File: config.mk
export PLATFORM = sky130hd
export DESIGN_NAME = rng_request_arbiter
export DESIGN_NICKNAME = d
export VERILOG_FILES = /design/src/rtl/rng_request_arbiter.sv
export SDC_FILE = /design/constraint.sdc
export NUM_CORES = 1
export LEC_CHECK = 0
export ABC_AREA = 1
export BUFFER_PORTS_ARGS = -buffer_cell sky130_fd_sc_hd__buf_2
export CORE_AREA = 10 10 207 209
export DETAILED_ROUTE_END_ITERATION = 12
export DIE_AREA = 0 0 217 219
export HOLD_SLACK_MARGIN = 0.15
export PLACE_DENSITY_LB_ADDON = 0.2
export SLEW_MARGIN = 20
export SYNTH_ARGS = -nofsm -noshare
export SYNTH_HDL_FRONTEND = slang
export SYNTH_SLANG_ARGS = --single-unit
File: constraint.sdc
create_clock -name clk -period 1.8 [get_ports clk]
set_input_delay 0.36 -clock clk [delete_from_list [all_inputs] [get_ports clk]]
set_output_delay 0.36 -clock clk [all_outputs]
set_load 0.02 [all_outputs]
File: src/rtl/rng_request_arbiter.sv
// ---------------------------------------------------------------------------
// rng_request_arbiter : round-robin sharing of one random_num_gen with watchdog
// Revision: 1.0
// ---------------------------------------------------------------------------
`default_nettype none

module rng_request_arbiter #(
  parameter int              NREQ    = 4,
  parameter int              NBITS   = 256,
  parameter int              TMO_W   = 16,
  parameter logic [TMO_W-1:0] TMO_CYC = 16'd40000
) (
  input  logic             clk,
  input  logic             rst_n,
  input  logic [NREQ-1:0]  req,
  input  logic [11:0]      cfg_maxbits,
  input  logic             cfg_bypass,
  output logic [NREQ-1:0]  gnt,
  output logic             rsp_valid,
  output logic [2:0]       rsp_id,
  output logic             rsp_err,
  output logic [NBITS-1:0] rsp_data,
  output logic             busy,
  output logic             rng_enable_p,
  output logic [11:0]      rng_maxbits,
  output logic             rng_bypass,
  input  logic             rng_done_p,
  input  logic [NBITS-1:0] rng_y
);

  typedef enum logic [2:0] {
    S_IDLE  = 3'd0,
    S_START = 3'd1,
    S_WAIT  = 3'd2,
    S_RESP  = 3'd3,
    S_COOL  = 3'd4
  } state_t;

  localparam logic [TMO_W-1:0] TMO_LAST = TMO_CYC - TMO_W'(1);
  localparam logic [2:0]       LAST_IDX = 3'(NREQ - 1);

  state_t           state;
  state_t           state_nx;
  logic [2:0]       rr_ptr;
  logic [2:0]       gidx;
  logic [2:0]       pick_idx;
  logic             pick_ok;
  logic [7:0]       req_pad;
  logic [TMO_W-1:0] watchdog;
  logic             wait_done;
  logic             wait_tmo;

  function automatic logic [2:0] wrap_idx(input logic [2:0] base, input int off);
    int s;
    s = int'(base) + off;
    if (s >= NREQ) s = s - NREQ;
    return 3'(s);
  endfunction

  assign req_pad = 8'(req);

  // Walk downward so the lowest offset from rr_ptr is the last (winning) hit
  always_comb begin
    pick_ok  = 1'b0;
    pick_idx = '0;
    for (int k = NREQ - 1; k >= 0; k--) begin
      if (req_pad[wrap_idx(rr_ptr, k)]) begin
        pick_ok  = 1'b1;
        pick_idx = wrap_idx(rr_ptr, k);
      end
    end
  end

  always_comb begin
    state_nx  = state;
    wait_done = 1'b0;
    wait_tmo  = 1'b0;
    unique case (state)
      S_IDLE:  if (pick_ok) state_nx = S_START;
      S_START: state_nx = (rng_maxbits == '0) ? S_RESP : S_WAIT;
      S_WAIT: begin
        wait_done = rng_done_p;
        wait_tmo  = !rng_done_p && (watchdog == TMO_LAST);
        if (wait_done || wait_tmo) state_nx = S_RESP;
      end
      S_RESP:  state_nx = S_COOL;
      S_COOL:  state_nx = S_IDLE;
      default: state_nx = S_IDLE;
    endcase
  end

  always_ff @(posedge clk or negedge rst_n) begin
    if (!rst_n) state <= S_IDLE;
    else        state <= state_nx;
  end

  always_ff @(posedge clk or negedge rst_n) begin
    if (!rst_n) begin
      rr_ptr       <= '0;
      gidx         <= '0;
      gnt          <= '0;
      rsp_valid    <= 1'b0;
      rsp_id       <= '0;
      rsp_err      <= 1'b0;
      rsp_data     <= '0;
      busy         <= 1'b0;
      rng_enable_p <= 1'b0;
      rng_maxbits  <= '0;
      rng_bypass   <= 1'b0;
      watchdog     <= '0;
    end else begin
      busy         <= (state_nx != S_IDLE);
      rng_enable_p <= 1'b0;
      rsp_valid    <= 1'b0;
      case (state)
        S_IDLE: begin
          if (pick_ok) begin
            gidx         <= pick_idx;
            gnt          <= NREQ'(8'd1 << pick_idx);
            rng_maxbits  <= cfg_maxbits;
            rng_bypass   <= cfg_bypass;
            // A zero bit count never starts the generator
            rng_enable_p <= (cfg_maxbits != '0);
          end
        end
        S_START: begin
          watchdog <= '0;
          if (rng_maxbits == '0) begin
            rsp_valid <= 1'b1;
            rsp_err   <= 1'b1;
            rsp_data  <= '0;
            rsp_id    <= gidx;
          end
        end
        S_WAIT: begin
          watchdog <= watchdog + TMO_W'(1);
          if (wait_done) begin
            rsp_valid <= 1'b1;
            rsp_err   <= 1'b0;
            rsp_data  <= rng_y;
            rsp_id    <= gidx;
          end else if (wait_tmo) begin
            rsp_valid <= 1'b1;
            rsp_err   <= 1'b1;
            rsp_data  <= '0;
            rsp_id    <= gidx;
          end
        end
        S_RESP: begin
          gnt    <= '0;
          rr_ptr <= (gidx == LAST_IDX) ? 3'd0 : gidx + 3'd1;
        end
        default: ;
      endcase
    end
  end

endmodule

`default_nettype wire

# Word level (Yosys, flattened, before mapping)

Cells that the tools add are included.

Register bits after elaboration: 305
Word-level logic and storage cells: 99
Output and inout bits: 280

Shift-type cells: 1
Muxes and demuxes: 48
Order comparisons: 8
Equal/unequal tests: 8
$add $sub $neg: 9
Reduce and logical (&&, ||, !) cells: 12

Operators with widths:

| operator                                             | count |
|---|---|
| 2-to-1 mux 256 bit                                   | 3 |
| one-hot mux 256 bit (2 select lines)                 | 1 |
| 2-to-1 mux 3 bit                                     | 14 |
| one-hot mux 16 bit (2 select lines)                  | 1 |
| 2-to-1 mux 1 bit                                     | 19 |
| adder 16 x 1 -> 16 bit (second input constant)       | 1 |
| equality test 16 bit (second input constant)         | 1 |
| < comparator 3 x 4 -> 1 bit (second input constant)  | 4 |
| binary-select mux 1 bit (select 3 bit)               | 4 |
| >= comparator 4 x 3 -> 1 bit (second input constant) | 3 |
| logical NOT 12 bit                                   | 1 |
| one-hot mux 3 bit (4 select lines)                   | 1 |
| nonzero test 12 bit                                  | 1 |
| subtractor 3 bit (second input constant)             | 4 |
| equality test 3 x 2 -> 1 bit (second input constant) | 3 |
| adder 3 x 2 -> 4 bit (second input constant)         | 2 |
| one-hot mux 4 bit (2 select lines)                   | 1 |
| one-hot mux 3 bit (2 select lines)                   | 1 |
| adder 3 x 1 -> 4 bit (second input constant)         | 1 |
| 2-to-1 mux 4 bit                                     | 1 |
| inequality test 2 bit (second input constant)        | 2 |
| one-hot mux 1 bit (2 select lines)                   | 2 |
| AND reduction 2 bit                                  | 2 |
| nonzero test 2 bit                                   | 2 |
| 11 further kinds                                     | 11 |

# Depth between registers and ports, before layout

Gate-level depths: netlist of run 1.

Depth after elaboration: 12
Mapped depth: 13
Mapped depth without buffers: 13

# Worst setup path before layout of run 1

OpenSTA, ideal clock, no wires.

Kind: reg-to-reg
From: register rr_ptr[0]
To: register busy
Setup slack: -0.028 ns
Stages on the path, launching flop included: 10
Path buffers: 1
Arrival: 1.702 ns
Setup time: 0.126 ns
Required time: 1.674 ns
Cell sequence: dfrtp_1 -> inv_2 -> ha_1 -> inv_1 -> nand3_2 -> nand3_2 -> nand2_2 -> o21ai_4 -> buf_6 -> nand3_1

Cells in the longest elaborated chain, start to end: 12
Elaborated cells between the ends (all ways): 30
Classes of those cells: add/sub: 7; order compare: 4; mux: 18; reduce/logical: 1

Ends and longest elaborated chain:

| item                                                             | line | source |
|---|---|---|
| start, declared                                                  | 44   | `logic [2:0] rr_ptr;` |
| start signal, assigned                                           | 151  | `rr_ptr <= (gidx == LAST_IDX) ? 3'd0 : gidx + 3'd1;` |
| adder 3 x 2 -> 4 bit                                             | 55   | `s = int'(base) + off;` |
| >= comparator 4 x 3 -> 1 bit or subtractor 3 bit (tied branches) | 56   | `if (s >= NREQ) s = s - NREQ;` |
| 2-to-1 mux 3 bit                                                 | 56   |  |
| binary-select mux 1 bit (select 3 bit)                           | 67   | `if (req_pad[wrap_idx(rr_ptr, k)]) begin` |
| 2-to-1 mux 1 bit (implied by the code)                           | 67   |  |
| 2-to-1 mux 1 bit (3 in series)                                   | 67   |  |
| 2-to-1 mux 1 bit (*)                                             | 67   |  |
| 2-to-1 mux 3 bit (*)                                             | 79   | `S_IDLE: if (pick_ok) state_nx = S_START;` |
| one-hot mux 3 bit (4 select lines) (*)                           | 78   | `unique case (state)` |
| nonzero test 3 bit (*)                                           | 112  | `busy <= (state_nx != S_IDLE);` |
| end signal, assigned                                             | 112  |  |
| end, declared                                                    | 23   | `output logic busy,` |

Mark *: on every way between the ends. The rest lies on a longest branch, timed or not. The select of a mux whose other input is x is not followed.
A chain may end at the register's enable or synchronous reset.

# Worst setup path after layout of run 1

From: register watchdog[1]
To: register rsp_data[210]

Cells in the longest elaborated chain, start to end: 5

Ends and longest elaborated chain:

| item                                   | line | source |
|---|---|---|
| start, declared                        | 49   | `logic [TMO_W-1:0] watchdog;` |
| start signal, assigned                 | 136  | `watchdog <= watchdog + TMO_W'(1);` |
| equality test 16 bit                   | 83   | `wait_tmo = !rng_done_p && (watchdog == TMO_LAST);` |
| logical AND 1 bit                      | 83   |  |
| 2-to-1 mux 1 bit                       | 78   |  |
| inequality test 3 bit (no source line) | n/a  |  |
| AND reduction 3 bit (no source line)   | n/a  |  |
| end signal, assigned                   | 140  | `rsp_data <= rng_y;` |
| end, declared                          | 22   | `output logic [NBITS-1:0] rsp_data,` |

No other way between the ends.

==> flow_metrics.tcl, run 1 <==
set metrics [dict create \
    synth_fp_nets 1675 \
    dp_hpwl_mm 34.5 \
    crit_required_ns 2.26 \
    synthToLayoutAreaGrowth_pct 61.9 \
    hold_class "primary input to async pin" \
    clockRootBuffer "clkbuf_16" \
    power_density_mw_per_mm2 1700 \
    clk_pin_slew_ns 0.06 \
    initial_core_util_pct 31.6 \
    status "finished clean" \
    detail_route.wl_per_cell_microns 17.5 \
    viasPerCell 4.44 \
    leakage_nw 11.0 \
    r2r_end "rsp_data[210]$_DFFE_PN0P_" \
    relSlewSlack_pct 71.9 \
    dpl_cell_area_sq_mm 0.0158 \
    dr.first_iter.drc_count 813 \
    setup_slack_ns 0.0421 \
    worst_hold_slack_ns 0.365 \
    yosysSeqAreaShare_pct 62.7 \
    ys_seq_elements 305 \
    irDropWorstVdd_v 0.000738 \
    grt_setup_unrepaired "true" \
    clock_skew_ns 0.0189 \
    cts_setup_buffers 0 \
    worst-path-max-fanout 45 \
    cts_buffers 36 \
    cts_tree "built" \
    post-route-period-util_pct 97.7 \
    synthCells 1395 \
    die_h_microns 219 \
    io_pins 556 \
    cap_violations 0 \
    drt-total-wl_mm 48.8 \
    antenna_found_initial 3 \
    htree_levels 2 \
    row_count 72 \
    cts.sinks 305 \
    grt_pass1_vias 12876 \
    post-place-ws_ns -0.0269 \
    setup_viol 0 \
    synth_warnings 0 \
    report.final.slew_viol_count 0 \
    grt_first_pass_wirelength_mm 74.6 \
    fin_cells 2792 \
    worst_pin_slew_ns 0.422 \
    design.die.area_sq_mm 0.0475 \
    syn_area_per_cell_sq_um 8.73 \
    cts.path.max_buffers 3 \
    startpoint_type "register" \
    gp_congestion 0.842 \
    fmax_mhz 569 \
    drt_pass1_iterations 5 \
    rr_worst_depth 9 \
    grt_overflow_total 0 \
    final_util_pct 51.1 \
    synth.distinct_cells 32 \
    vias 12391 \
    post-route-min-period_ns 1.76 \
    dp.cells 2455 \
    grt_usage_pct 19.7 \
    core_area_sq_mm 0.0386 \
    final_hold_viol_count 0 \
    fin_area_sq_mm 0.0197 \
    drive_gt1_share_pct 30.4 \
    syn_area_sq_mm 0.0122 \
    fp.dieW_microns 217 \
    crit_arrival_ns 2.22 \
    clk-insertion-delay-late_ns 0.53 \
    r2r_setup_slack_ns 0.04 \
    port_buffers 555 \
    critPathCaptureType "register" \
    nets 2525 \
    ant_nets 0 \
    fill_cells 3576 \
    grt_max_degree 72 \
    drc 0 \
    timing.rr.start "watchdog[1]$_DFFE_PN0P_" \
    worst-setup-path-type "register to register" \
]
==> registers in the layout (all words and copies together), names as in the netlist <==
name and flops:
gnt 4, rsp_valid 1, rsp_err 1, rr_ptr 3, busy 1, gidx 3
state 3, rng_maxbits 12, rng_enable_p 1, rng_bypass 1, watchdog 16, rsp_data 256
rsp_id 3
==> layer usage <==
metal / wire [microns] / up-vias / track usage (%) / part of all wire [%]
li1: - / 5952 / - / -
met1: 19100 / 5879 / 22.3 / 39
met2: 24000 / 456 / 33.7 / 49
met3: 3800 / 104 / 5.87 / 7.8
met4: 1920 / 0 / 8.93 / 3.9
met5: 0 / - / 0 / 0
==> final cells by class <==
cell class / count / area (sq um) / area share (%)
inverters: 40 / 165 / 0.838
diodes: 5 / 12.5 / 0.0635
clock inverters: 7 / 68.8 / 0.349
flip-flops and latches: 305 / 7630 / 38.7
repair buffers: 871 / 6060 / 30.8
clock buffers: 55 / 1090 / 5.55
multi-input cells: 991 / 4030 / 20.4
well taps: 518 / 648 / 3.29
==> worst max-delay path, stage by stage (launching register included) <==
cell     delay, ns
dfrtp_1       0.41
ha_2          0.20
nand3_1       0.11
nor2_2        0.05
nand4_1       0.10
nand3_2       0.13
inv_8         0.21
buf_16        0.24
nand2_1       0.10
nand2_1       0.07
==> where the power goes <==
| group | internal (mW) | leakage, nW | switching, mW |
|---|---|---|---|
| clock | 4.32 | 0.568 | 2.87 |
| sequential | 9.88 | 3.84 | 1.61 |
| combinational | 4.98 | 6.64 | 9.89 |
==> stage by stage <==
step,power [mW],setup TNS [ns]
3_5_place_dp,25.9,-1.01
5_1_grt,35.8,-3.22
6_report,33.5,0
2_1_floorplan,20.0,0
4_1_cts,33.8,0
3_3_place_gp,25.7,0
==> placed cells by master, fill, tap and decap left out, drive strengths merged <==
cell type / netlist / final
o21a: 2 / 2
dfrtp: 305 / 305
dlygate4sd3: 0 / 270
nand4: 7 / 7
clkinv: 2 / 5
o22ai: 2 / 2
a31oi: 1 / 1
nor2: 32 / 32
xnor2: 1 / 1
o31ai: 2 / 2
clkinvlp: 0 / 2
a22o: 1 / 1
nor3: 3 / 3
a22oi: 2 / 2
inv: 38 / 39
nand3: 24 / 24
ha: 4 / 4
nor4: 4 / 4
clkbuf: 12 / 55
a21oi: 13 / 13
o21ai: 11 / 11
bufinv: 0 / 1
diode: 0 / 5
nand2: 880 / 880
buf: 47 / 601
xor2: 2 / 2
==> synth_stat cells <==
library cell | count | share of area [%]
o21ai_1 | 3 | 0.12
clkbuf_1 | 12 | 0.37
inv_1 | 31 | 0.96
nor2_2 | 2 | 0.10
nand3_1 | 18 | 0.74
buf_2 | 23 | 0.94
a31oi_1 | 1 | 0.051
nand2_1 | 876 | 27
ha_1 | 4 | 0.41
a21oi_1 | 13 | 0.53
nand2_2 | 4 | 0.21
nor3_1 | 3 | 0.12
buf_4 | 2 | 0.12
clkinv_1 | 2 | 0.062
nor4_1 | 4 | 0.21
nand3_2 | 6 | 0.49
xnor2_1 | 1 | 0.072
o21a_1 | 2 | 0.12
o22ai_1 | 2 | 0.10
o21ai_4 | 1 | 0.13
xor2_1 | 2 | 0.14
nor2_8 | 1 | 0.16
a22o_1 | 1 | 0.072
dfrtp_1 | 305 | 63
nor2_4 | 1 | 0.092
nor2_1 | 28 | 0.86
inv_2 | 7 | 0.22
nand4_1 | 7 | 0.36
o21ai_0 | 7 | 0.29
a22oi_1 | 2 | 0.12
buf_6 | 22 | 2.0
o31ai_1 | 2 | 0.12
==> worst max-delay path by stage <==
stage                     depth (start not counted)                         end                      from  slack, ns
after floorplan                                   9              busy$_DFF_PN0_     rr_ptr[0]$_DFFE_PN0P_      0.009
after global placement                            8    rsp_data[18]$_DFFE_PN0P_  watchdog[13]$_DFFE_PN0P_       0.04
after detailed placement                          8   rsp_data[242]$_DFFE_PN0P_  watchdog[13]$_DFFE_PN0P_      -0.03
after CTS                                        10  rng_maxbits[2]$_DFFE_PN0P_     rr_ptr[0]$_DFFE_PN0P_       0.02
after global routing                              9    rsp_data[33]$_DFFE_PN0P_   watchdog[1]$_DFFE_PN0P_      -0.08
final                                             9   rsp_data[210]$_DFFE_PN0P_   watchdog[1]$_DFFE_PN0P_       0.04
==> repair_timing <==
item                       4_1_cts  5_1_grt
hold endpoints to repair       529        0
hold buffers                   270        0
setup endpoints to repair      192      231
gates resized for setup          3       14
pin swaps                        1        3
==> cells by family (layout without fill, tap and decap cells) <==
| logic type | Yosys count | after routing | share of synthesized area, % |
|---|---|---|---|
| AND/OR/NAND/NOR | 950 | 950 | 30.3 |
| flip-flops | 305 | 305 | 62.7 |
| buffers and inverters | 99 | 973 | 4.70 |
| AO/OA/AOI/OAI | 34 | 34 | 1.67 |
| adder cells (fa/ha/maj) | 4 | 4 | 0.411 |
| XOR/XNOR | 3 | 3 | 0.216 |
| other | 0 | 5 | 0 |
No activity file was read; power rests on OpenSTA's default activity.
==> run 2: changes to the inputs <==
CORE_AREA = 10 10 210 212   (was 10 10 207 209)
CTS_BUF_LIST = sky130_fd_sc_hd__clkbuf_4   (was unset)
DIE_AREA = 0 0 220 222   (was 0 0 217 219)
PLACE_DENSITY = 0.64   (was unset)
PLACE_DENSITY_LB_ADDON = unset   (was 0.2)
==> run 2 against run 1 <==
The flow now finishes with violations (negative setup slack). Fmax down 8.0%. Combinational power is 20% higher. Wire length increased by 18%. Setup slack got worse by 0.15 ns. Critical path type unchanged. Largest power group unchanged.
==> flow_metrics.tcl, run 2 (synthesized netlist as in run 1, its figures left out) <==
set metrics [dict create \
    gp_congestion 0.898 \
    drive_gt1_share_pct 39.8 \
    port_buffers 555 \
    cts_buffers 86 \
    critPathCaptureType "register" \
    worst_pin_slew_ns 0.585 \
    wl_met2_mm 29.1 \
    cap_violations 0 \
    clk_pin_slew_ns 0.07 \
    setup_slack_ns -0.110 \
    io_pins 556 \
    power_density_mw_per_mm2 1700 \
    core_area_sq_mm 0.0396 \
    grt_max_degree 79 \
    fill_cells 3295 \
    dr.first_iter.drc_count 1046 \
    dpl_cell_area_sq_mm 0.0158 \
    max_stage_delay_ns 0.37 \
    cts_tree "built" \
    violations "negative setup slack" \
    final_common_cell "nand2_1" \
    top_regs "rsp_data x256, watchdog x16, rng_maxbits x12" \
    fp.dieW_microns 220 \
    grt_first_pass_wirelength_mm 77.3 \
    vias 13895 \
    largest_reg_flops 256 \
    drt-total-wl_mm 57.4 \
    drc 0 \
    status "finished with violations" \
    clock_skew_ns 0.0424 \
    setup_viol 225 \
    grt_pass1_vias 14022 \
    hold_class "primary input to async pin" \
    fin_area_sq_mm 0.0213 \
    antenna_found_initial 15 \
    crit_required_ns 2.43 \
    clk-insertion-delay-late_ns 0.78 \
    nets 2645 \
    cts.path.max_buffers 3 \
    post-route-min-period_ns 1.91 \
    relSlewSlack_pct 60.9 \
    design.die.area_sq_mm 0.0488 \
    layout_common_cells "744 x nand2_1, 517 x buf_2, 304 x dfrtp_1" \
    die_h_microns 222 \
    path_delay_family "simple AND/OR/NAND/NOR gates" \
    ant_nets 0 \
    r2r_end "rsp_data[36]$_DFFE_PN0P_" \
    synthToLayoutAreaGrowth_pct 75.2 \
    row_count 73 \
    final_util_pct 53.8 \
    report.final.slew_viol_count 0 \
    route.met3.wl_mm 5.64 \
    cp_cell_sequence "ha_2 -> nand3_2 -> nor2_2 -> nand4_1 -> nand3_4 -> buf_12 -> inv_12 -> clkbuf_16 -> nand2_1 -> nand2_1" \
    final_hold_viol_count 0 \
    initial_core_util_pct 30.7 \
    htree_levels 3 \
    cp.buffers_inverters 3 \
    grt_setup_unrepaired "true" \
    clockRootBuffer "clkbuf_4" \
    viasPerCell 4.68 \
    worst-setup-path-type "register to register" \
    cpMostUsedCell "nand2_1" \
    finalSetupTns_ns -7.36 \
    grt_overflow_total 0 \
    drt_pass1_iterations 5 \
    crit_arrival_ns 2.54 \
    cts.sinks 305 \
    irDropWorstVdd_v 0.000972 \
    timing.rr.start "watchdog[1]$_DFFE_PN0P_" \
    detail_route.wl_per_cell_microns 19.4 \
    rr_worst_depth 10 \
    regMostFlops "rsp_data" \
    dp_hpwl_mm 33.7 \
    startpoint_type "register" \
    fmax_mhz 523 \
    post-route-period-util_pct 106 \
    m1WireLength_mm 20.3 \
    leakage_nw 11.8 \
    routed.top_layer "met4" \
    r2r_setup_slack_ns -0.11 \
    cp_slowest_cell "dfrtp_1" \
    worst-path-max-fanout 7 \
    grt_usage_pct 19.9 \
]
## run 2: cell count changes in the layout (fill, tap and decap cells not counted), sizes merged
cell | before | now
buf | 601 | 644
clkbuf | 55 | 131
clkinv | 5 | 26
clkinvlp | 2 | 1
diode | 5 | 20
dlygate4sd3 | 270 | 278
inv | 39 | 44
## run 2: how the worst max path moves through the flow
stage	from	end	slack, ns	cells past startpoint
2_1_floorplan	rr_ptr[0]$_DFFE_PN0P_	busy$_DFF_PN0_	0.009	9
3_3_place_gp	rr_ptr[0]$_DFFE_PN0P_	gidx[0]$_DFFE_PN0P_	0.07	10
3_5_place_dp	watchdog[0]$_DFFE_PN0P_	rsp_data[96]$_DFFE_PN0P_	-0.0002	9
4_1_cts	rsp_data[7]$_DFFE_PN0P_	rsp_data[7]	-0.01	1
5_1_grt	watchdog[13]$_DFFE_PN0P_	rsp_data[36]$_DFFE_PN0P_	-0.19	8
6_report	watchdog[1]$_DFFE_PN0P_	rsp_data[36]$_DFFE_PN0P_	-0.11	10
## run 2: layout make-up
cell class                 instances  area, sq um  share of cell area, %
clock inverter                    28          150                  0.704
clock buffer                     116          871                   4.08
tap                              525          657                   3.08
multi-input combinational        991         4560                   21.4
antenna                           20         50.0                  0.235
sequential                       305         7630                   35.8
timing repair inverter             4         67.6                  0.317
inverter                          40          175                  0.821
timing repair buffer             937         7180                   33.6
## run 2: stage by stage
stage | setup slack, ns | instances | power, mW | hold WS [ns]
after floorplan | 0.00890 | 1395 | 20.0 | 0.0644
after global placement | 0.0708 | 2473 | 25.6 | 0.212
after detailed placement | -0.000180 | 2473 | 25.9 | 0.211
after CTS | -0.0129 | 2902 | 33.3 | 0.153
after global routing | -0.190 | 2965 | 38.4 | 0.205
final | -0.110 | 2966 | 36.2 | 0.259
## run 2: metal layers
layer  up-vias  GRT usage (%)
met5         -              0
met4         0           10.0
met3       186           7.37
met2       776           33.9
met1      6656           21.0
li1       6277              -
## run 2: tightest hold or removal path: cells and delay by family
kind     cells  cell delay, ns
buf+inv      3            1.01
## run 2: power by group
group          leakage [nW]  internal, mW  switching, mW
Clock                 0.618          3.13           3.11
Combinational          7.30          6.86           11.1
Sequential             3.84          9.88           2.15
## run 2: timing repair
item / in CTS / in global routing
endpoints found under the hold margin: 576 / 0
endpoints found under the setup margin: 58 / 235
setup buffers: 7 / 17
gates resized for setup: 58 / 240
gates cloned: 0 / 27
hold buffers: 278 / 0
pin swaps: 2 / 22
